### src/rtl/calc_pkg.sv
// rtl/calc_pkg.sv - shared encodings for the calculator key sequencer
// Holds state codes, key codes, write-target and display-select encodings,
// plus the display-select mapping used by the sequencer.
package calc_pkg;

    typedef enum logic [2:0] {
        ST_ENTRY_A = 3'b000,
        ST_ENTRY_B = 3'b001,
        ST_RESULT  = 3'b010,
        ST_CLEAR   = 3'b011
    } state_t;

    // key codes (function keys have key_type = 1)
    localparam logic [3:0] KEY_DIGIT_MAX = 4'd9;
    localparam logic [3:0] KEY_ADD       = 4'b1010;
    localparam logic [3:0] KEY_SUB       = 4'b1011;
    localparam logic [3:0] KEY_EQ        = 4'b1100;
    localparam logic [3:0] KEY_CLR       = 4'b1111;

    // reg_sel write targets
    localparam logic [1:0] SEL_NONE = 2'd0;
    localparam logic [1:0] SEL_A    = 2'd1;
    localparam logic [1:0] SEL_B    = 2'd2;
    localparam logic [1:0] SEL_RES  = 2'd3;

    // oe display selects
    localparam logic [1:0] OE_BLANK = 2'd0;
    localparam logic [1:0] OE_A     = 2'd1;
    localparam logic [1:0] OE_B     = 2'd2;
    localparam logic [1:0] OE_RES   = 2'd3;

    // Display follows the operand being typed; an empty B still shows A.
    function automatic logic [1:0] oe_of(input state_t s, input logic cnt_zero);
        case (s)
            ST_ENTRY_A: return cnt_zero ? OE_BLANK : OE_A;
            ST_ENTRY_B: return cnt_zero ? OE_A : OE_B;
            ST_RESULT:  return OE_RES;
            default:    return OE_BLANK;
        endcase
    endfunction

endpackage

### src/rtl/key_edge.sv
// rtl/key_edge.sv - key press rising-edge detector
// Ports: clk, reset_n (async active-low), key_valid (key held), press (one
// cycle high on the first clock a key is seen held).
module key_edge (
    input  logic clk,
    input  logic reset_n,
    input  logic key_valid,
    output logic press
);

    logic prev;

    // History resets to 1 so a key still held when reset releases is not
    // taken as a fresh press.
    always_ff @(posedge clk or negedge reset_n) begin
        if (!reset_n) begin
            prev <= 1'b1;
        end else begin
            prev <= key_valid;
        end
    end

    assign press = key_valid & ~prev;

endmodule

### src/rtl/key_seq_ctrl.sv
// rtl/key_seq_ctrl.sv - calculator keypad sequencer
// Ports: clk, reset_n (async active-low); key_valid/key_type/key_code keypad
// input; reg_sel, digit_we, digit_out, op_we, op_code, res_we, res_to_a, clr
// datapath controls; oe display select; overflow sticky flag; state debug.
module key_seq_ctrl
    import calc_pkg::*;
#(
    parameter int DIGITS = 4,
    parameter int CNT_W  = 3
) (
    input  logic       clk,
    input  logic       reset_n,
    input  logic       key_valid,
    input  logic       key_type,
    input  logic [3:0] key_code,
    output logic [1:0] reg_sel,
    output logic       digit_we,
    output logic [3:0] digit_out,
    output logic       op_we,
    output logic       op_code,
    output logic       res_we,
    output logic       res_to_a,
    output logic       clr,
    output logic [1:0] oe,
    output logic       overflow,
    output logic [2:0] state
);

    logic             press;
    state_t           state_q, n_state;
    logic [CNT_W-1:0] cnt, n_cnt;
    logic [1:0]       n_sel;
    logic             n_dwe, n_owe, n_ocode, n_rwe, n_rta, n_clr, n_ovf;
    logic [3:0]       n_dout;
    logic             is_digit, is_op, is_eq, is_clr;

    key_edge u_key_edge (
        .clk       (clk),
        .reset_n   (reset_n),
        .key_valid (key_valid),
        .press     (press)
    );

    assign is_digit = !key_type && (key_code <= KEY_DIGIT_MAX);
    assign is_op    = key_type && ((key_code == KEY_ADD) || (key_code == KEY_SUB));
    assign is_eq    = key_type && (key_code == KEY_EQ);
    assign is_clr   = key_type && (key_code == KEY_CLR);

    always_comb begin
        n_state = state_q;
        n_cnt   = cnt;
        n_sel   = SEL_NONE;
        n_dwe   = 1'b0;
        n_dout  = digit_out;
        n_owe   = 1'b0;
        n_ocode = op_code;
        n_rwe   = 1'b0;
        n_rta   = 1'b0;
        n_clr   = 1'b0;
        n_ovf   = overflow;

        case (state_q)
            ST_ENTRY_A, ST_ENTRY_B: begin
                if (press) begin
                    if (is_clr) begin
                        n_state = ST_CLEAR;
                    end else if (is_digit) begin
                        if (cnt < CNT_W'(DIGITS)) begin
                            n_dwe  = 1'b1;
                            n_sel  = (state_q == ST_ENTRY_A) ? SEL_A : SEL_B;
                            n_dout = key_code;
                            n_cnt  = cnt + CNT_W'(1);
                        end else begin
                            n_ovf = 1'b1;
                        end
                    end else if (is_op) begin
                        // A needs a digit before an operator; on an empty B
                        // the operator simply replaces the previous one.
                        if (state_q == ST_ENTRY_A && cnt != '0) begin
                            n_owe   = 1'b1;
                            n_ocode = key_code[0];
                            n_cnt   = '0;
                            n_state = ST_ENTRY_B;
                        end else if (state_q == ST_ENTRY_B && cnt == '0) begin
                            n_owe   = 1'b1;
                            n_ocode = key_code[0];
                        end
                    end else if (is_eq && state_q == ST_ENTRY_B && cnt != '0) begin
                        n_rwe   = 1'b1;
                        n_sel   = SEL_RES;
                        n_state = ST_RESULT;
                    end
                end
            end
            ST_RESULT: begin
                if (press) begin
                    if (is_clr) begin
                        n_state = ST_CLEAR;
                    end else if (is_op) begin
                        // chaining: result becomes A, then collect a new B
                        n_rta   = 1'b1;
                        n_owe   = 1'b1;
                        n_ocode = key_code[0];
                        n_cnt   = '0;
                        n_state = ST_ENTRY_B;
                    end
                end
            end
            ST_CLEAR: begin
                // any press edge in this cycle is dropped
                n_state = ST_ENTRY_A;
            end
            default: begin
                n_state = ST_CLEAR;
            end
        endcase

        // Entering CLEAR: the clear pulse and flag resets are visible together
        // in the CLEAR cycle itself.
        if (n_state == ST_CLEAR) begin
            n_clr   = 1'b1;
            n_cnt   = '0;
            n_ovf   = 1'b0;
            n_ocode = 1'b0;
        end
    end

    always_ff @(posedge clk or negedge reset_n) begin
        if (!reset_n) begin
            state_q   <= ST_ENTRY_A;
            cnt       <= '0;
            reg_sel   <= SEL_NONE;
            digit_we  <= 1'b0;
            digit_out <= 4'd0;
            op_we     <= 1'b0;
            op_code   <= 1'b0;
            res_we    <= 1'b0;
            res_to_a  <= 1'b0;
            clr       <= 1'b0;
            oe        <= OE_BLANK;
            overflow  <= 1'b0;
        end else begin
            state_q   <= n_state;
            cnt       <= n_cnt;
            reg_sel   <= n_sel;
            digit_we  <= n_dwe;
            digit_out <= n_dout;
            op_we     <= n_owe;
            op_code   <= n_ocode;
            res_we    <= n_rwe;
            res_to_a  <= n_rta;
            clr       <= n_clr;
            oe        <= oe_of(n_state, n_cnt == '0);
            overflow  <= n_ovf;
        end
    end

    assign state = state_q;

endmodule

### config.mk
export PLATFORM = sky130hd
export DESIGN_NAME = key_seq_ctrl
export DESIGN_NICKNAME = d
export VERILOG_FILES = /design/src/rtl/calc_pkg.sv /design/src/rtl/key_edge.sv /design/src/rtl/key_seq_ctrl.sv
export SDC_FILE = /design/constraint.sdc
export NUM_CORES = 1
export LEC_CHECK = 0
export BUFFER_PORTS_ARGS = -buffer_cell sky130_fd_sc_hd__buf_2
export CAP_MARGIN = 5
export CORE_AREA = 2 2 49 51
export CTS_CLUSTER_SIZE = 25
export DETAILED_ROUTE_END_ITERATION = 8
export DIE_AREA = 0 0 51 53
export MAX_ROUTING_LAYER = met4
export PLACE_DENSITY = 0.74
export REMOVE_ABC_BUFFERS = 1
export SYNTH_ARGS = -nofsm -noshare
export SYNTH_HDL_FRONTEND = slang
export SYNTH_SLANG_ARGS = --single-unit
### constraint.sdc
create_clock -name clk -period 5 [get_ports clk]
set_input_delay 1.5 -clock clk [delete_from_list [all_inputs] [get_ports clk]]
set_output_delay 1.5 -clock clk [all_outputs]
set_load 0.02 [all_outputs]
==> metrics.yaml <==
path_clk_slew_ps: 120
period_minus_slack_ps: 2860
fin_util: 0.612
yosysMostFrequentCell: "dfrtp_1"
critPathMaxFanout: 5
rr_startpoint: "cnt[0]"
vias: 885
root_buffer: "clkbuf_4"
setup_tns_ps: 0
dpl-instance-area_um2: 1260
synthTopCellsByCount: "21 x dfrtp_1, 19 x nand2_1, 7 x nor2_1, 5 x a21oi_1, 5 x nor2b_1"
nFillCells: 186
final_nets: 144
min_to: "digit_out[1]"
grt_use_total: 0.181
arrival_ps: 3110
ys_seq_elements: 22
placedCellCount: 157
hold_buffers: 0
p_leak_nw: 0.675
fin_cells: 161
synth_edf_count: 0
core-area_um2: 2150
grtUsageMet3: 0.0395
design_area_um2: 1310
grt_first_pass_wirelength_um: 3480
wl_um: 2100
crit_type: "in -> reg"
htree_levels: 1
cts.sinks: 22
rrSetupSlack_ps: 2980
hold_viol: 0
gp_congestion: 0.791
synth_area_um2: 1120
cp_slowest_cell: "nor4_2"
status: "finished, final reports clean"
syn_avg_cell_area_um2: 10.4
async_flop_share: 1.00
start_util: 0.520
synthCells: 107
antenna_cells: 0
grtUsageMet2: 0.301
yosys_warnings: 0
synth_top_area_cell: "dfrtp_1"
critPathRequiredTime_ps: 5250
peakVddDrop_mv: 0.195
avgRoutedWirePerCell_um: 13.0
syn_to_final_growth_pct: 17.7
synth.distinct_cells: 44
finalClockSkew_ps: 8.31
path_cells: "buf_2 -> o21a_1 -> nor3_1 -> o21bai_1 -> a311o_1 -> a31oi_1 -> nor4_2 -> xnor2_1"
cp.depth: 8
numCtsBuffers: 3
busiest_layer: "met2"
hold_depth: 2
setup_viol: 0
postRouteAntennaNets: 0
io_pins: 26
power_density_nw_per_um2: 314
grt_max_degree: 23
yosysTopAreaCellShare: 0.471
path_delay_family: "compound AO/OA/AOI/OAI gates"
startpoint_type: "primary input"
post-cts-setup-buffer-count: 0
die_x_um: 51
rsz0062_at_grt: "no"
fp.dieH_um: 53
cts_buffer_depth: 2
hold_path.class: "reg -> reg"
ys_seq_area_frac: 0.494
dpl.hpwl_um: 1600
synth.area.top_cells: "dfrtp_1 47%, nand2_1 6.4%, nor2b_1 2.8%"
drt-initial-drc-count: 17
clk_latency_ps: 310
grt_pass1_vias: 804
port-buffer-count: 25
hp-start: "digit_out[1]"
r2r_end: "oe[0]"
drc: 0
synth_flop_cell: "dfrtp_1"
worstSetupEndpointType: "flip-flop"
cts_tree: "built"
dieArea_um2: 2700
fmax_mhz: 349
fp-row-count: 17
grt_overflow: 0
report.final.slew_viol_count: 0
routed_via_density: 5.50
drive_gt1_frac: 0.301
drv_cap: 0
post-route-period-util: 0.573
met1_usage: 0.209
grt_antenna_before_repair: 0
drtPass1Iterations: 4
slowest_delay_ps: 320
cts_resized: 0
reg2reg_depth: 9
path_buf_inv: 1
-- worst max-delay path by stage --
| stage | startpoint | end |
|---|---|---|
| 6_report | key_code[1] | oe[0] |
| 5_1_grt | key_code[1] | oe[0] |
| 4_1_cts | key_valid | oe[0] |
| 3_5_place_dp | key_valid | oe[0] |
| 3_3_place_gp | key_valid | oe[0] |
| 2_1_floorplan | key_valid | oe[0] |
-- report_power, final --
group          switching, mW  total, mW  internal, mW
Clock                 0.0537      0.135        0.0811
Sequential            0.0121      0.204         0.192
Combinational         0.0462     0.0744        0.0283
Total                  0.112      0.413         0.301
-- cell usage in the layout (no fill, tap or decap), types with 2 or more instances in the layout --
| master | n |
|---|---|
| mux2i_1 | 3 |
| dfrtp_1 | 21 |
| o21ai_0 | 3 |
| buf_2 | 25 |
| nand2b_1 | 2 |
| nor2b_1 | 5 |
| ha_1 | 2 |
| nor2_1 | 7 |
| a21oi_1 | 5 |
| a21o_1 | 2 |
| nand2_1 | 19 |
| clkbuf_4 | 3 |
| nor3b_1 | 2 |
| inv_1 | 3 |
-- stage by stage --
step / setup WS [ps] / hold slack [ps] / power [mW]
2_1_floorplan: 2020 / 514 / 0.253
3_3_place_gp: 1820 / 452 / 0.280
3_5_place_dp: 1790 / 457 / 0.283
4_1_cts: 2120 / 486 / 0.416
5_1_grt: 2030 / 545 / 0.433
6_report: 2140 / 479 / 0.413
-- cell type report --
class,count,area (um^2),area share
well taps,28,35.0,0.0267
repair buffers,25,125,0.0952
clock buffers,3,22.5,0.0171
inverters,4,15.0,0.0114
clock inverters,1,30.0,0.0229
flip-flops and latches,22,552,0.420
multi-input cells,78,534,0.407
-- sequential cells by signal, indices dropped and copies added (netlist names), 2 cells and up --
signal and cells:
cnt 3, digit_out 4, oe 2, state 3, reg_sel 2
-- cell families (layout without fill, tap and decap cells) --
family	count (synthesis)	after routing	synth area share
xor gates and xnor gates	1	1	0.00785
muxes	4	4	0.0370
buffers and inverters	7	33	0.0269
adders and majority gates	2	2	0.0224
other	1	1	0.00336
AOI/OAI and AO/OA	22	22	0.145
and+or+nand+nor	48	48	0.263
DFF	22	22	0.494
-- worst reg2reg max path, cell delays in order (launching register included) --
cell and delay [ps]:
dfrtp_1 400, inv_1 120, ha_1 160, nand2b_1 90
nand2b_1 150, o21bai_1 110, a311o_1 370, a31oi_1 290
nor4_2 100, xnor2_1 130
-- metal layers --
layer | up-vias | routed length (um)
met1 | 417 | 910
met4 | 0 | 61
li1 | 425 | -
met5 | - | 0
met2 | 31 | 996
met3 | 12 | 126
No activity file was read; power rests on OpenSTA's default activity.
